## config.mk

```make
export PLATFORM = sky130hd
export DESIGN_NAME = pipeline_hazard_ctrl
export DESIGN_NICKNAME = d
export VERILOG_FILES = /design/src/rtl/hazard_pkg.sv /design/src/rtl/hazard_scoreboard.sv /design/src/rtl/pipeline_hazard_ctrl.sv
export SDC_FILE = /design/constraint.sdc
export NUM_CORES = 1
export LEC_CHECK = 0
export BUFFER_PORTS_ARGS = -buffer_cell sky130_fd_sc_hd__buf_4
export CELL_PAD_IN_SITES_DETAIL_PLACEMENT = 0
export CELL_PAD_IN_SITES_GLOBAL_PLACEMENT = 2
export CORE_UTILIZATION = 31
export DETAILED_ROUTE_END_ITERATION = 7
export GPL_ROUTABILITY_DRIVEN = 0
export PLACE_DENSITY_LB_ADDON = 0.1
export SYNTH_ARGS = -nofsm -noshare
export SYNTH_HDL_FRONTEND = slang
export SYNTH_SLANG_ARGS = --single-unit
```

## constraint.sdc

```tcl
create_clock -name clk_i -period 2.3 [get_ports clk_i]
set_input_delay 0 -clock clk_i [delete_from_list [all_inputs] [get_ports clk_i]]
set_output_delay 0 -clock clk_i [all_outputs]
set_load 0.01 [all_outputs]
```

## src/rtl/hazard_pkg.sv

```systemverilog
// Shared types and defaults for the pipeline hazard/flush controller.
package hazard_pkg;

  localparam int unsigned NRegsDef = 16;
  localparam int unsigned WbLatDef = 3;

  typedef enum logic [1:0] {
    FwdRf  = 2'b00,
    FwdEx  = 2'b01,
    FwdMem = 2'b10
  } fwd_sel_t;

  typedef enum logic [1:0] {
    StRun,
    StStall,
    StFlush
  } hz_state_t;

  typedef struct packed {
    logic     stall;
    fwd_sel_t fwd;
  } src_res_t;

endpackage

```

## src/rtl/hazard_scoreboard.sv

```systemverilog
// Per-register writeback countdown scoreboard with load flags and source lookups.
module hazard_scoreboard
  import hazard_pkg::*;
#(
  parameter int unsigned NRegs = NRegsDef,
  parameter int unsigned WbLat = WbLatDef,
  localparam int unsigned AddrW = $clog2(NRegs),
  localparam int unsigned CntW  = $clog2(WbLat + 1)
) (
  input  logic             clk_i,
  input  logic             rst_ni,
  input  logic             issue_i,
  input  logic             wre_i,
  input  logic             is_load_i,
  input  logic [AddrW-1:0] wr_addr_i,
  input  logic [AddrW-1:0] rd_a1_i,
  input  logic [AddrW-1:0] rd_a2_i,
  input  logic [AddrW-1:0] rd_a3_i,
  output logic [CntW-1:0]  cnt_a1_o,
  output logic [CntW-1:0]  cnt_a2_o,
  output logic [CntW-1:0]  cnt_a3_o,
  output logic             ld_a1_o,
  output logic             ld_a2_o,
  output logic             ld_a3_o
);

  logic [CntW-1:0]  cnt_q [NRegs];
  logic [CntW-1:0]  cnt_d [NRegs];
  logic [NRegs-1:0] ld_q, ld_d;

  // A fresh issue to a register overrides its decrement in the same cycle.
  always_comb begin
    ld_d = ld_q;
    for (int unsigned i = 0; i < NRegs; i++) begin
      cnt_d[i] = (cnt_q[i] != '0) ? cnt_q[i] - 1'b1 : '0;
      if (issue_i && wre_i && (wr_addr_i == AddrW'(i))) begin
        cnt_d[i] = CntW'(WbLat);
        ld_d[i]  = is_load_i;
      end
    end
  end

  always_ff @(posedge clk_i or negedge rst_ni) begin
    if (!rst_ni) begin
      for (int unsigned i = 0; i < NRegs; i++) begin
        cnt_q[i] <= '0;
      end
      ld_q <= '0;
    end else begin
      cnt_q <= cnt_d;
      ld_q  <= ld_d;
    end
  end

  assign cnt_a1_o = cnt_q[rd_a1_i];
  assign cnt_a2_o = cnt_q[rd_a2_i];
  assign cnt_a3_o = cnt_q[rd_a3_i];
  assign ld_a1_o  = ld_q[rd_a1_i];
  assign ld_a2_o  = ld_q[rd_a2_i];
  assign ld_a3_o  = ld_q[rd_a3_i];

endmodule

```

## src/rtl/pipeline_hazard_ctrl.sv

```systemverilog
// Hazard stall / branch flush controller. Define PIPELINE_HAZARD_FORWARD_EN to
// resolve execute/memory-stage dependences by forwarding instead of stalling.
module pipeline_hazard_ctrl
  import hazard_pkg::*;
#(
  parameter int unsigned NRegs    = NRegsDef,
  parameter int unsigned WbLat    = WbLatDef,
  parameter int unsigned FlushCyc = 1,
  localparam int unsigned AddrW = $clog2(NRegs),
  localparam int unsigned CntW  = $clog2(WbLat + 1),
  localparam int unsigned FcW   = $clog2(FlushCyc + 1)
) (
  input  logic             clk_i,
  input  logic             rst_ni,
  input  logic             dec_valid_i,
  input  logic [AddrW-1:0] dec_a1_i,
  input  logic [AddrW-1:0] dec_a2_i,
  input  logic [AddrW-1:0] dec_a3_i,
  input  logic             dec_use_a1_i,
  input  logic             dec_use_a2_i,
  input  logic             dec_use_a3_i,
  input  logic             dec_wre_i,
  input  logic             dec_is_load_i,
  input  logic             br_taken_i,
  output logic             stall_fetch_o,
  output logic             stall_decode_o,
  output logic             flush_fetch_o,
  output logic             flush_decode_o,
  output logic [1:0]       fwd_a_o,
  output logic [1:0]       fwd_b_o,
  output logic [15:0]      stall_count_o
);

  hz_state_t       state_q;
  logic [FcW-1:0]  flush_cnt_q;
  logic [15:0]     stall_cnt_q;
  logic [CntW-1:0] cnt_a1, cnt_a2, cnt_a3;
  logic            ld_a1, ld_a2, ld_a3;
  logic            hazard, stall, issue, in_flush;
  fwd_sel_t        fwd_a, fwd_b;

  assign in_flush = (state_q == StFlush);
  assign stall    = dec_valid_i && hazard && !br_taken_i && !in_flush;
  assign issue    = dec_valid_i && !stall && !br_taken_i && !in_flush;

  hazard_scoreboard #(
    .NRegs(NRegs),
    .WbLat(WbLat)
  ) u_sb (
    .clk_i    (clk_i),
    .rst_ni   (rst_ni),
    .issue_i  (issue),
    .wre_i    (dec_wre_i),
    .is_load_i(dec_is_load_i),
    .wr_addr_i(dec_a3_i),
    .rd_a1_i  (dec_a1_i),
    .rd_a2_i  (dec_a2_i),
    .rd_a3_i  (dec_a3_i),
    .cnt_a1_o (cnt_a1),
    .cnt_a2_o (cnt_a2),
    .cnt_a3_o (cnt_a3),
    .ld_a1_o  (ld_a1),
    .ld_a2_o  (ld_a2),
    .ld_a3_o  (ld_a3)
  );

`ifdef PIPELINE_HAZARD_FORWARD_EN
  // Count WbLat: producer in execute; WbLat-1: producer in memory.
  function automatic src_res_t fwd_resolve(logic used, logic [CntW-1:0] cnt, logic ld);
    src_res_t r;
    r.stall = 1'b0;
    r.fwd   = FwdRf;
    if (used && (cnt != '0)) begin
      if ((cnt == CntW'(WbLat)) && !ld) begin
        r.fwd = FwdEx;
      end else if (cnt == CntW'(WbLat - 1)) begin
        r.fwd = FwdMem;
      end else begin
        r.stall = 1'b1;
      end
    end
    return r;
  endfunction

  src_res_t res_a, res_b;
  logic     a1_blocked;

  // Operand A carries the store data (a3) when it is used; a1 then has no forward path.
  always_comb begin
    res_a      = dec_use_a3_i ? fwd_resolve(1'b1, cnt_a3, ld_a3)
                              : fwd_resolve(dec_use_a1_i, cnt_a1, ld_a1);
    res_b      = fwd_resolve(dec_use_a2_i, cnt_a2, ld_a2);
    a1_blocked = dec_use_a3_i && dec_use_a1_i && (cnt_a1 != '0);
    hazard     = res_a.stall || res_b.stall || a1_blocked;
    fwd_a      = dec_valid_i ? res_a.fwd : FwdRf;
    fwd_b      = dec_valid_i ? res_b.fwd : FwdRf;
  end
`else
  logic unused_ld;
  assign unused_ld = ^{ld_a1, ld_a2, ld_a3};

  // No regfile write-through, so any outstanding count blocks the reader.
  always_comb begin
    hazard = (dec_use_a1_i && (cnt_a1 != '0)) ||
             (dec_use_a2_i && (cnt_a2 != '0)) ||
             (dec_use_a3_i && (cnt_a3 != '0));
    fwd_a  = FwdRf;
    fwd_b  = FwdRf;
  end
`endif

  always_ff @(posedge clk_i or negedge rst_ni) begin
    if (!rst_ni) begin
      state_q     <= StRun;
      flush_cnt_q <= '0;
      stall_cnt_q <= '0;
    end else begin
      if (stall && (stall_cnt_q != 16'hFFFF)) begin
        stall_cnt_q <= stall_cnt_q + 16'd1;
      end
      unique case (state_q)
        StRun, StStall: begin
          if (br_taken_i) begin
            state_q     <= StFlush;
            flush_cnt_q <= FcW'(FlushCyc);
          end else begin
            state_q <= stall ? StStall : StRun;
          end
        end
        StFlush: begin
          if (br_taken_i) begin
            flush_cnt_q <= FcW'(FlushCyc);
          end else if (flush_cnt_q <= FcW'(1)) begin
            state_q     <= StRun;
            flush_cnt_q <= '0;
          end else begin
            flush_cnt_q <= flush_cnt_q - 1'b1;
          end
        end
        default: state_q <= StRun;
      endcase
    end
  end

  assign stall_fetch_o  = stall;
  assign stall_decode_o = stall;
  assign flush_fetch_o  = br_taken_i || in_flush;
  assign flush_decode_o = br_taken_i || in_flush;
  assign fwd_a_o        = fwd_a;
  assign fwd_b_o        = fwd_b;
  assign stall_count_o  = stall_cnt_q;

endmodule

```

==> results of run 1 <==
## cell usage in the layout (no fill, tap or decap), types with 3 or more instances in the layout
cell	synthesis	layout
clkbuf_8	0	6
nor2_2	0	3
xor2_1	5	5
mux2_4	0	3
nand3b_1	3	3
nand2b_1	7	6
mux4_2	4	5
inv_1	22	21
a21oi_1	9	9
nor2_1	18	15
nand2_1	28	28
nor3_1	16	11
dfrtp_1	50	50
nor3_4	0	4
buf_4	6	84
o21ai_0	22	9
and3_1	6	5
or4_4	0	3
buf_6	0	9
nand3_1	7	6
xnor2_1	7	5
o22ai_1	16	15
o21ai_1	0	13
conb_1	1	4
## worst max-delay path, stage by stage (launching register included)
cell      delay, ps
dfrtp_1         370
nor2_2           70
mux4_2          470
a21bo_1         240
a211oi_4        270
o311ai_4        170
buf_6           170
or4_4           470
xnor2_1         130
## layer usage
| metal | track usage, % | wire length, um | up-vias |
|---|---|---|---|
| met5 | 0 | 0 | - |
| met4 | 3.788 | 72 | 0 |
| met3 | 2.738 | 274 | 7 |
| met2 | 28.24 | 3521 | 48 |
| met1 | 24.23 | 3398 | 1138 |
| li1 | - | - | 1166 |
## registers in the layout, indices dropped and copies added (netlist names)
register,count
state_q,2
u_sb.cnt_q,32
stall_count_o,16
## synth_stat cells, drive strengths merged, types with 2 or more instances
master   n  share of area [%]
o221ai   3               0.98
o32ai    2               0.65
nand2b   7                1.6
xnor2    7                2.3
and3     6                1.4
nor2    18                2.5
or2      2               0.47
a311oi   2               0.65
nor3    16                3.0
inv     23                3.2
a21oi    9                1.7
or4      3               0.84
nand4b   2               0.65
clkbuf   2               0.28
nand3b   3               0.84
o31a     2               0.65
nor4     4                1.2
nand3    7                1.3
nand4    2               0.47
nand2   28                3.9
o21ai   22                4.1
buf     13                2.9
dfrtp   50                 47
mux2     3                1.3
or3      2               0.47
o22ai   16                3.7
xor2     5                1.6
mux4     5                4.3
nor3b    3               0.84
nor4b    2               0.89
## kinds of logic after synthesis
group	after synthesis	share of synthesized area, %
compound gates	62	15.45
xor+xnor	12	3.920
fa+ha+maj	1	0.4666
buf+inv	38	6.439
flops	50	46.66
mux	8	5.600
other cells	1	0.1399
simple gates	108	21.32
## layout make-up
cell class              count  area share [%]
flip-flops and latches     50           33.31
repair buffers             95           20.02
multi-input cells         195           38.61
clock buffers               6           2.199
well taps                 105           3.498
inverters                  23           2.365
## worst min path at each step
| stage | from | to | slack (ps) | cells past startpoint |
|---|---|---|---|---|
| global placement | rst_ni | stall_count_o[6] | 90 | 1 |
| CTS | dec_valid_i | state_q[0] | 100 | 4 |
| global route | dec_valid_i | state_q[0] | 130 | 4 |
| finish | dec_valid_i | state_q[0] | 120 | 4 |
| detailed placement | rst_ni | stall_count_o[6] | 90 | 1 |
| floorplan | rst_ni | stall_count_o[0] | -300 | 0 |
## metrics by stage
stage	hold slack (ps)	total power, uW	std cells	setup slack [ps]
after detailed placement	88.75	1392	458	-194.8
after floorplan	-295.6	1175	283	10.43
after CTS	101.4	1955	473	-245.6
after global placement	85.01	1389	458	-189.6
final	121.8	1941	474	-162.8
after global routing	129.1	2047	474	-255.9
## timing repair
item / 4_1_cts / 5_1_grt
gates resized for setup: 35 / 27
hold buffers: 2 / 0
hold endpoints to repair: 51 / 0
pin swaps: 22 / 13
setup buffers: 7 / 2
setup endpoints to repair: 16 / 47
## power by group through the flow
| stage | Sequential (uW) | Clock [uW] | Combinational [uW] |
|---|---|---|---|
| CTS | 962 | 544 | 450 |
| global route | 970 | 571 | 506 |
| detailed placement | 979 | 0 | 413 |
| finish | 961 | 517 | 463 |
| global placement | 977 | 0 | 412 |
| floorplan | 1010 | 0 | 169 |
==> results.md, run 1 <==
* Max Cap Viol at 0
* Clock skew at 6.909 ps
* Total die area at 9025 sq um
* Sequential share of the synthesized area at 46.66%
* Largest net degree at the start of global routing at 51
* Synthesis-to-layout area growth at 40.08%
* Status: complete, but fails checks
* Vias/cell at 4.977
* Clock-pin slew on the worst setup and hold paths at 90 ps
* Final period utilization at 107.1%
* Buffers added on ports at 39
* Setup ws final at -162.8 ps
* Initial antenna violation count at 0
* Row count at 33
* Cell area after placement at 3376 sq um
* GRT Total Usage at 17.36%
* Crit path from: u_sb.cnt_q[29]
* Post-Syn Area at 2681 sq um
* Int Power at 1379 uW
* HP Class: in -> reg
* Reg-to-Reg Start: u_sb.cnt_q[29]
* Post-Syn Instances at 280
* Die W at 95 um
* Ant. Diodes at 0
* Worst Path Required at 2500 ps
* Fin util at 45.26%
* Logic pwr share at 23.8%
* CORE AREA at 8299 sq um
* Clk Latency, worst-skew pair at 300 ps
* Post-Synthesis Mean Instance Area at 9.576 sq um
* Post-DP HPWL at 5.391 mm
* Library cells used by synthesis at 47
* Initial core utilization at 32.31%
* Iter 0 DRT Violations at 76
* Ports at 45
* # DRC at 0
* Max FO, Critical Path at 6
* Final setup violation count at 16
* Worst setup SP type: register
* Pre-Repair DR Iteration Count at 4
* TritonCTS Buffers at 5
* Max IR drop VDD at 0.1917 mV
* Wire per inst at 15.33 um
* Power Density at 516.8 nW/um^2
* Tmin final at 2463 ps
* GRT overflow at 0
* Via count at 2359
* CTS root buf: clkbuf_8
* Detailed Route WL at 7.266 mm
* R2R Path End: stall_count_o[7]
* Clock power share at 26.6%
* Yosys reg bits at 50
* Worst slew pin tran at 664.5 ps
* Filler Cell Count at 813
* Final Hold Viols at 0
* First-pass GRT wire length at 11.84 mm
* Critical path type: reg -> reg
* Crit. End Element: register
* Primary FF master, synth: dfrtp_1
* TritonCTS clock tree: done
* Max Slew Vio Count at 0
* Post-layout net count at 392
* Setup_tns at -1225 ps
* Net Switching at 562.0 uW
* Number of enable flip-flop cells after synthesis at 0
* Critical Path End: stall_count_o[7]
* R2r setup slk at -160 ps
* Reg2reg path depth at 8
* Register Area at 1251 sq um
* Sw Ratio at 28.95%
* Sink Count at 50
* Vias in the first global route at 2237
* Synth Warn # at 0
* Static leakage at 0.001703 uW
* Max Freq at 406.0 MHz
* Multi-input gate area at 1450 sq um
* Sequential Power Share at 49.5%
* Layout cells sized above 1 at 37.40%
* Worst EP arrival at 2660 ps
* H-Tree Depth at 2
* Slew headroom at 55.70%
* Failing checks: setup timing
* Finished Cell Area at 3756 sq um
* Post-synth ARST share at 100.0%
* RSZ-0062 raised after global routing: yes
* Routed Antenna Nets at 0
* Deepest clock path buffer count at 2
* Die height at 95 um
Power figures use the tool's default switching activity.
==> inputs of run 2 (changes only) <==
CELL_PAD_IN_SITES_DETAIL_PLACEMENT = 1   (was 0)
CELL_PAD_IN_SITES_GLOBAL_PLACEMENT = 1   (was 2)
CORE_UTILIZATION = 39   (was 31)
==> run 2 against run 1 <==
Effect of this change: the flow finishes with violations (DRC, setup timing); sequential share of layout area shrank 1.7 points; worst hold slack lost 0.90 ps; setup slack lost 66 ps; first-iteration DRC count grew 93%; clock skew shrank 0.81 ps; wire length grew 25%; critical endpoint is now stall_count_o[15].
==> results.md, run 2 (synthesis gave the netlist of run 1 again) <==
* Status: complete, but fails checks
* Failing checks: DRC, setup timing
* Post-layout net count at 397 (+1.3%)
* Finished Cell Area at 3954 sq um (+5.3%)
* Initial antenna violation count at 0 (unchanged)
* Worst slew pin tran at 643.0 ps (-21.43 ps)
* Synthesis-to-layout area growth at 47.46%
* Worst EP arrival at 2730 ps (+70 ps)
* Register Area at 1251 sq um (unchanged)
* Ports at 45 (unchanged)
* GRT Total Usage at 25.74% (+8.4 points)
* Post-DP HPWL at 5.683 mm (+5.4%)
* Ant. Diodes at 0 (unchanged)
* Critical path type: reg -> reg
* Initial core utilization at 41.28% (+9.0 points)
* Buffers added on ports at 39 (unchanged)
* Via count at 2599 (+10%)
* Worst Path Required at 2500 ps (about the same)
* Most frequent cells in the layout: buf_4, dfrtp_1, nand2_1
* First-pass GRT wire length at 14.15 mm (+19%)
* Crit. End Element: register
* Max FO, Critical Path at 8 (+2)
* Largest net degree at the start of global routing at 51 (unchanged)
* Total die area at 7211 sq um (-20%)
* Sink Count at 50 (unchanged)
* Largest Register: u_sb.cnt_q
* Final Hold Viols at 0 (unchanged)
* Vias in the first global route at 2667 (+19%)
* Final Total Pwr at 1957 uW (+0.80%)
* Routed Antenna Nets at 0 (unchanged)
* Power Density at 494.9 nW/um^2 (-4.2%)
* Commonest non-fill, non-tap cell in the layout: buf_4
* CORE AREA at 6495 sq um (-22%)
* Pre-Repair DR Iteration Count at 6 (+2)
* Slew headroom at 57.13% (+1.4 points)
* Multi-input gate area at 1640 sq um (+13%)
* CTS root buf: clkbuf_8
* Die height at 84.92 um (-11%)
* # DRC at 4 (+4)
* Max Cap Viol at 0 (unchanged)
* Vias/cell at 5.750 (+16%)
* GRT overflow at 0 (unchanged)
* Layout cells sized above 1 at 46.13% (+8.7 points)
* HP Class: in -> reg
* Row count at 29 (-12%)
* RSZ-0062 raised after global routing: yes
* Filler Cell Count at 726 (-11%)
* Clock skew at 6.094 ps (-0.8149 ps)
* TritonCTS Buffers at 5 (unchanged)
* Wire per inst at 20.09 um (+31%)
* Cell area after placement at 3273 sq um (-3.0%)
* Max reg flops at 32 (unchanged)
* Die W at 84.92 um (-11%)
* Tmin final at 2528 ps (+65.55 ps)
* Max Slew Vio Count at 0 (unchanged)
* Max Freq at 395.5 MHz (-2.6%)
* Detailed Route WL at 9.080 mm (+25%)
* Final setup violation count at 50 (+34)
* Deepest clock path buffer count at 2 (unchanged)
* Clk Latency, worst-skew pair at 310 ps (about the same)
* Setup ws final at -228.4 ps (-65.55 ps)
* TritonCTS clock tree: done
* Clock-pin slew on the worst setup and hold paths at 90 ps (about the same)
* Post-Place Worst Slack at -206.9 ps (-12.13 ps)
* Final period utilization at 109.9% (+2.9 points)
* Iter 0 DRT Violations at 147 (+93%)
* H-Tree Depth at 2 (unchanged)
* Worst setup SP type: register
* Static leakage at 0.001764 uW (+3.6%)
* Max IR drop VDD at 0.2318 mV (+21%)
==> run 2: changes by cell type in the layout (fill, tap and decap cells not counted), sizes merged <==
cell / delta
o311ai: +1
clkinvlp: +1
buf: +4
==> run 2: report_power, final <==
part           leakage [uW]  internal (uW)  switching [uW]
clock network     0.0000373            209             302
logic               0.00104            218             249
registers          0.000686            922            55.4
==> run 2: metrics by stage <==
stage | TNS (ps) | util, % | instances | hold slack, ps
after global routing | -11410 | 60.87 | 452 | 122.9
final | -6756 | 60.87 | 452 | 120.9
after global placement | -1188 | 50.39 | 421 | 69.35
after detailed placement | -1503 | 50.39 | 421 | 69.82
after floorplan | 0 | - | 283 | -295.6
after CTS | -4296 | 56.96 | 447 | 108.4
==> run 2: layout make-up <==
class                           instances  share of cell area, %
Clock buffer                            6                  1.835
Clock inverter                          1                 0.1899
Inverter                               23                  2.247
Multi-Input combinational cell        196                  41.49
Sequential cell                        50                  31.65
Tap cell                               77                  2.437
Timing Repair Buffer                   99                  20.16
==> run 2: repair_timing <==
action,4_1_cts,5_1_grt
hold buffers,2,0
hold endpoints to repair,51,0
pin swaps,22,13
setup endpoints to repair,38,50
buffers inserted,16,5
resized for setup,43,57
cloned,1,0
==> run 2: path summary, 6_finish.rpt <==
check                           slack (ps)  cells past startpoint     startpoint           endpoint
worst max-delay path                  -230                      8  u_sb.cnt_q[6]  stall_count_o[15]
worst min-delay path                   120                      4    dec_valid_i   stall_count_o[5]
worst max register to register        -230                      8  u_sb.cnt_q[6]  stall_count_o[15]
worst min register to register         470                      1     state_q[0]         state_q[1]
max in group asynchronous             1620                      2         rst_ni      u_sb.cnt_q[7]
min in group asynchronous              250                      2         rst_ni   stall_count_o[0]
==> run 2: critical path: stages (launching register included) <==
cell	delay, ps
dfrtp_1	420
nor4_2	220
a311oi_1	110
a22o_1	280
o31a_1	370
o311ai_4	450
buf_6	210
and4b_1	210
xor2_1	140
==> run 2: metal layers <==
layer  up-vias  track usage (%)  routed length (um)
li1       1196                -                   -
met1      1315            36.36                4048
met2        72            41.09                4459
met3        16            3.502                 368
met4         0            8.475                 203
met5         -                0                   0
==> inputs of run 3 (changes only) <==
ABC_AREA = 1   (was unset)
CORE_UTILIZATION = 37   (was 39)
CTS_CLUSTER_DIAMETER = 120   (was unset)
==> run 3 against run 2 <==
Effect of this change: the flow now finishes without violations; core utilization is 16 points lower; synthesized cell count is 59% higher; global-route usage is 5.0 points lower; first-iteration DRC count is 35% lower; clock skew up 2.0 ps; flip-flop and latch count unchanged; area after synthesis grew 16%; worst hold slack better by 83 ps.
==> results.md, run 3 <==
* R2r setup slk at 200 ps (+430 ps)
* Reg-to-Reg Start: stall_count_o[0]
* Max Cap Viol at 0 (unchanged)
* Vias in the first global route at 2962 (+11%)
* Register Area at 1251 sq um (unchanged)
* H-Tree Depth at 2 (unchanged)
* Int Power at 1276 uW (-5.5%)
* CP max stage delay at 430 ps (-20 ps)
* Critical Path End: stall_count_o[12]
* Filler Cell Count at 1070 (+47%)
* Wire per inst at 14.16 um (-29%)
* Sw Ratio at 28.67% (-2.3 points)
* Number of enable flip-flop cells after synthesis at 0 (unchanged)
* Static leakage at 0.002002 uW (+13%)
* Crit. End Element: register
* Fin util at 44.70% (-16 points)
* Synth Warn # at 0 (unchanged)
* Crit-path slowest cell: dfrtp_1
* Total die area at 8812 sq um (+22%)
* Most frequent cells in the layout: nand2_1, inv_1, dfrtp_1
* Post-DP HPWL at 6.384 mm (+12%)
* HP Class: in -> reg
* Worst Path Required at 2500 ps (about the same)
* Worst EP arrival at 2300 ps (-430 ps)
* Post-Syn Area at 3123 sq um (+16%)
* First-pass GRT wire length at 14.19 mm (+0.34%)
* Most area-consuming cells after synthesis: dfrtp_1, nand2_1, inv_1
* Yosys reg bits at 50 (unchanged)
* Largest net degree at the start of global routing at 51 (unchanged)
* Via count at 2899 (+12%)
* GRT overflow at 0 (unchanged)
* Slew headroom at 55.88% (-1.3 points)
* Worst slew pin tran at 661.8 ps (+18.81 ps)
* Post-synth ARST share at 100.0% (unchanged)
* Multi-input gate area at 1555 sq um (-5.2%)
* Row count at 33 (+14%)
* Synth cell count leaders: nand2_1, inv_1, nor2_1
* Iter 0 DRT Violations at 96 (-35%)
* TritonCTS clock tree: done
* Post-synth top area cell: dfrtp_1
* Final Hold Viols at 0 (unchanged)
* Status: finished, final reports clean
* Final period utilization at 91.09% (-19 points)
* Sequential Power Share at 52.0% (+2.0 points)
* Library cells used by synthesis at 30 (-36%)
* Ports at 45 (unchanged)
* RSZ-0062 raised after global routing: no
* Area share of the largest cell type after synthesis at 40.06% (-6.6 points)
* Sequential share of the synthesized area at 40.06% (-6.6 points)
* Die height at 93.87 um (+11%)
* Vias/cell at 4.864 (-15%)
* Initial antenna violation count at 0 (unchanged)
* TritonCTS Buffers at 5 (unchanged)
* Critical path type: reg -> reg
* Max Slew Vio Count at 0 (unchanged)
* Logic pwr share at 17.9% (-6.0 points)
* Largest Register: u_sb.cnt_q
* Initial core utilization at 38.20% (-3.1 points)
* Max Freq at 477.3 MHz (+21%)
* Tmin final at 2095 ps (-433.2 ps)
* Critical Path, Cell by Cell: ha_1, nand3_1, nor2_2, nand2_2, nor3_2, nand4_4, buf_4, nand4_1, nand2_1
* Reg2reg path depth at 9 (+1)
* Worst setup SP type: register
* Routed Antenna Nets at 0 (unchanged)
* Post-layout net count at 512 (+29%)
* Post-Synthesis Mean Instance Area at 7.034 sq um (-27%)
* Deepest clock path buffer count at 2 (unchanged)
* Crit path from: stall_count_o[0]
* Max FO, Critical Path at 10 (+2)
* Power Density at 489.6 nW/um^2 (-1.1%)
* Die W at 93.87 um (+11%)
* CORE AREA at 8175 sq um (+26%)
* Buffers added on ports at 39 (unchanged)
* Post-Syn Instances at 444 (+59%)
* Clock skew at 8.071 ps (+1.977 ps)
* Sink Count at 50 (unchanged)
* Ant. Diodes at 0 (unchanged)
* # DRC at 0 (-4)
* Clock-pin slew on the worst setup and hold paths at 90 ps (about the same)
* Max IR drop VDD at 0.3642 mV (+57%)
* Detailed Route WL at 8.441 mm (-7.0%)
* Commonest non-fill, non-tap cell in the layout: nand2_1
* Max reg flops at 32 (unchanged)
* Setup_tns at 0 ps (+6756 ps)
* Clk Latency, worst-skew pair at 310 ps (about the same)
* Pre-Repair DR Iteration Count at 4 (-2)
* CTS root buf: clkbuf_8
* R2R Path End: stall_count_o[12]
* Final setup violation count at 0 (-100%)
* Layout cells sized above 1 at 16.70% (-29 points)
* Primary FF master, synth: dfrtp_1
* GRT Total Usage at 20.71% (-5.0 points)
* Most common cell in the netlist: nand2_1
* Clock power share at 30.1% (+3.9 points)
* Synthesis-to-layout area growth at 17.03%
* Net Switching at 512.9 uW (-15%)
[run 3: kinds of logic after synthesis]
logic type	after synthesis	synth area share [%]
AOI/OAI and AO/OA	32	5.128
xor gates and xnor gates	14	3.926
adders and majority gates	1	0.4006
buffers and inverters	76	10.94
DFF	50	40.06
other	1	0.1201
and+or+nand+nor	270	39.42
[run 3: metrics by stage]
stage	cells	total power (uW)	instance area [sq um]	hold WS (ps)	setup slack (ps)
floorplan	447	1122	3134	-295.6	497.3
global placement	581	1241	3492	67.30	250.3
detailed placement	581	1254	3492	71.32	138.5
CTS	591	1801	3603	201.6	31.50
global route	596	1879	3655	237.4	62.06
finish	596	1789	3655	204.0	204.8
[run 3: layer usage]
layer / global-route usage (%) / routed length [um]
met3: 2.589 / 182
met5: 0 / 0
met2: 31.02 / 3705
met1: 31.36 / 4495
met4: 5.000 / 57
[run 3: power by group through the flow]
stage	Combinational, uW	Clock [uW]	Sequential (uW)
CTS	309	560	932
finish	320	538	931
floorplan	169	0	953
detailed placement	305	0	949
global placement	293	0	947
global route	357	588	935
[run 3: worst min-delay path by stage]
stage / start / endpoint / slack, ps / cells after the start
after CTS: dec_a3_i[2] / u_sb.cnt_q[21] / 200 / 5
after detailed placement: rst_ni / u_sb.cnt_q[1] / 70 / 1
after global routing: dec_use_a3_i / stall_count_o[8] / 240 / 5
after floorplan: rst_ni / stall_count_o[0] / -300 / 0
final: dec_use_a3_i / stall_count_o[5] / 200 / 5
after global placement: rst_ni / u_sb.cnt_q[0] / 70 / 1
[run 3: repair_timing]
action	in CTS	in global routing
setup endpoints to repair	0	4
hold buffers	2	0
resized for setup	0	3
buffers inserted	0	5
endpoints found under the hold margin	51	0
[run 3: area by class of cell]
class / instances / share of cell area, %
Inverter: 62 / 6.368
Clock buffer: 7 / 2.362
Sequential cell: 50 / 34.23
Timing Repair Buffer: 50 / 10.75
Multi-Input combinational cell: 321 / 42.55
Tap cell: 105 / 3.595
Clock inverter: 1 / 0.1369
[run 3: critical path: cells and delay by family (launching register included)]
kind          cells  cell delay [ps]
simple gates      7             1100
flops             1              430
buf+inv           1              240
fa+ha+maj         1              220
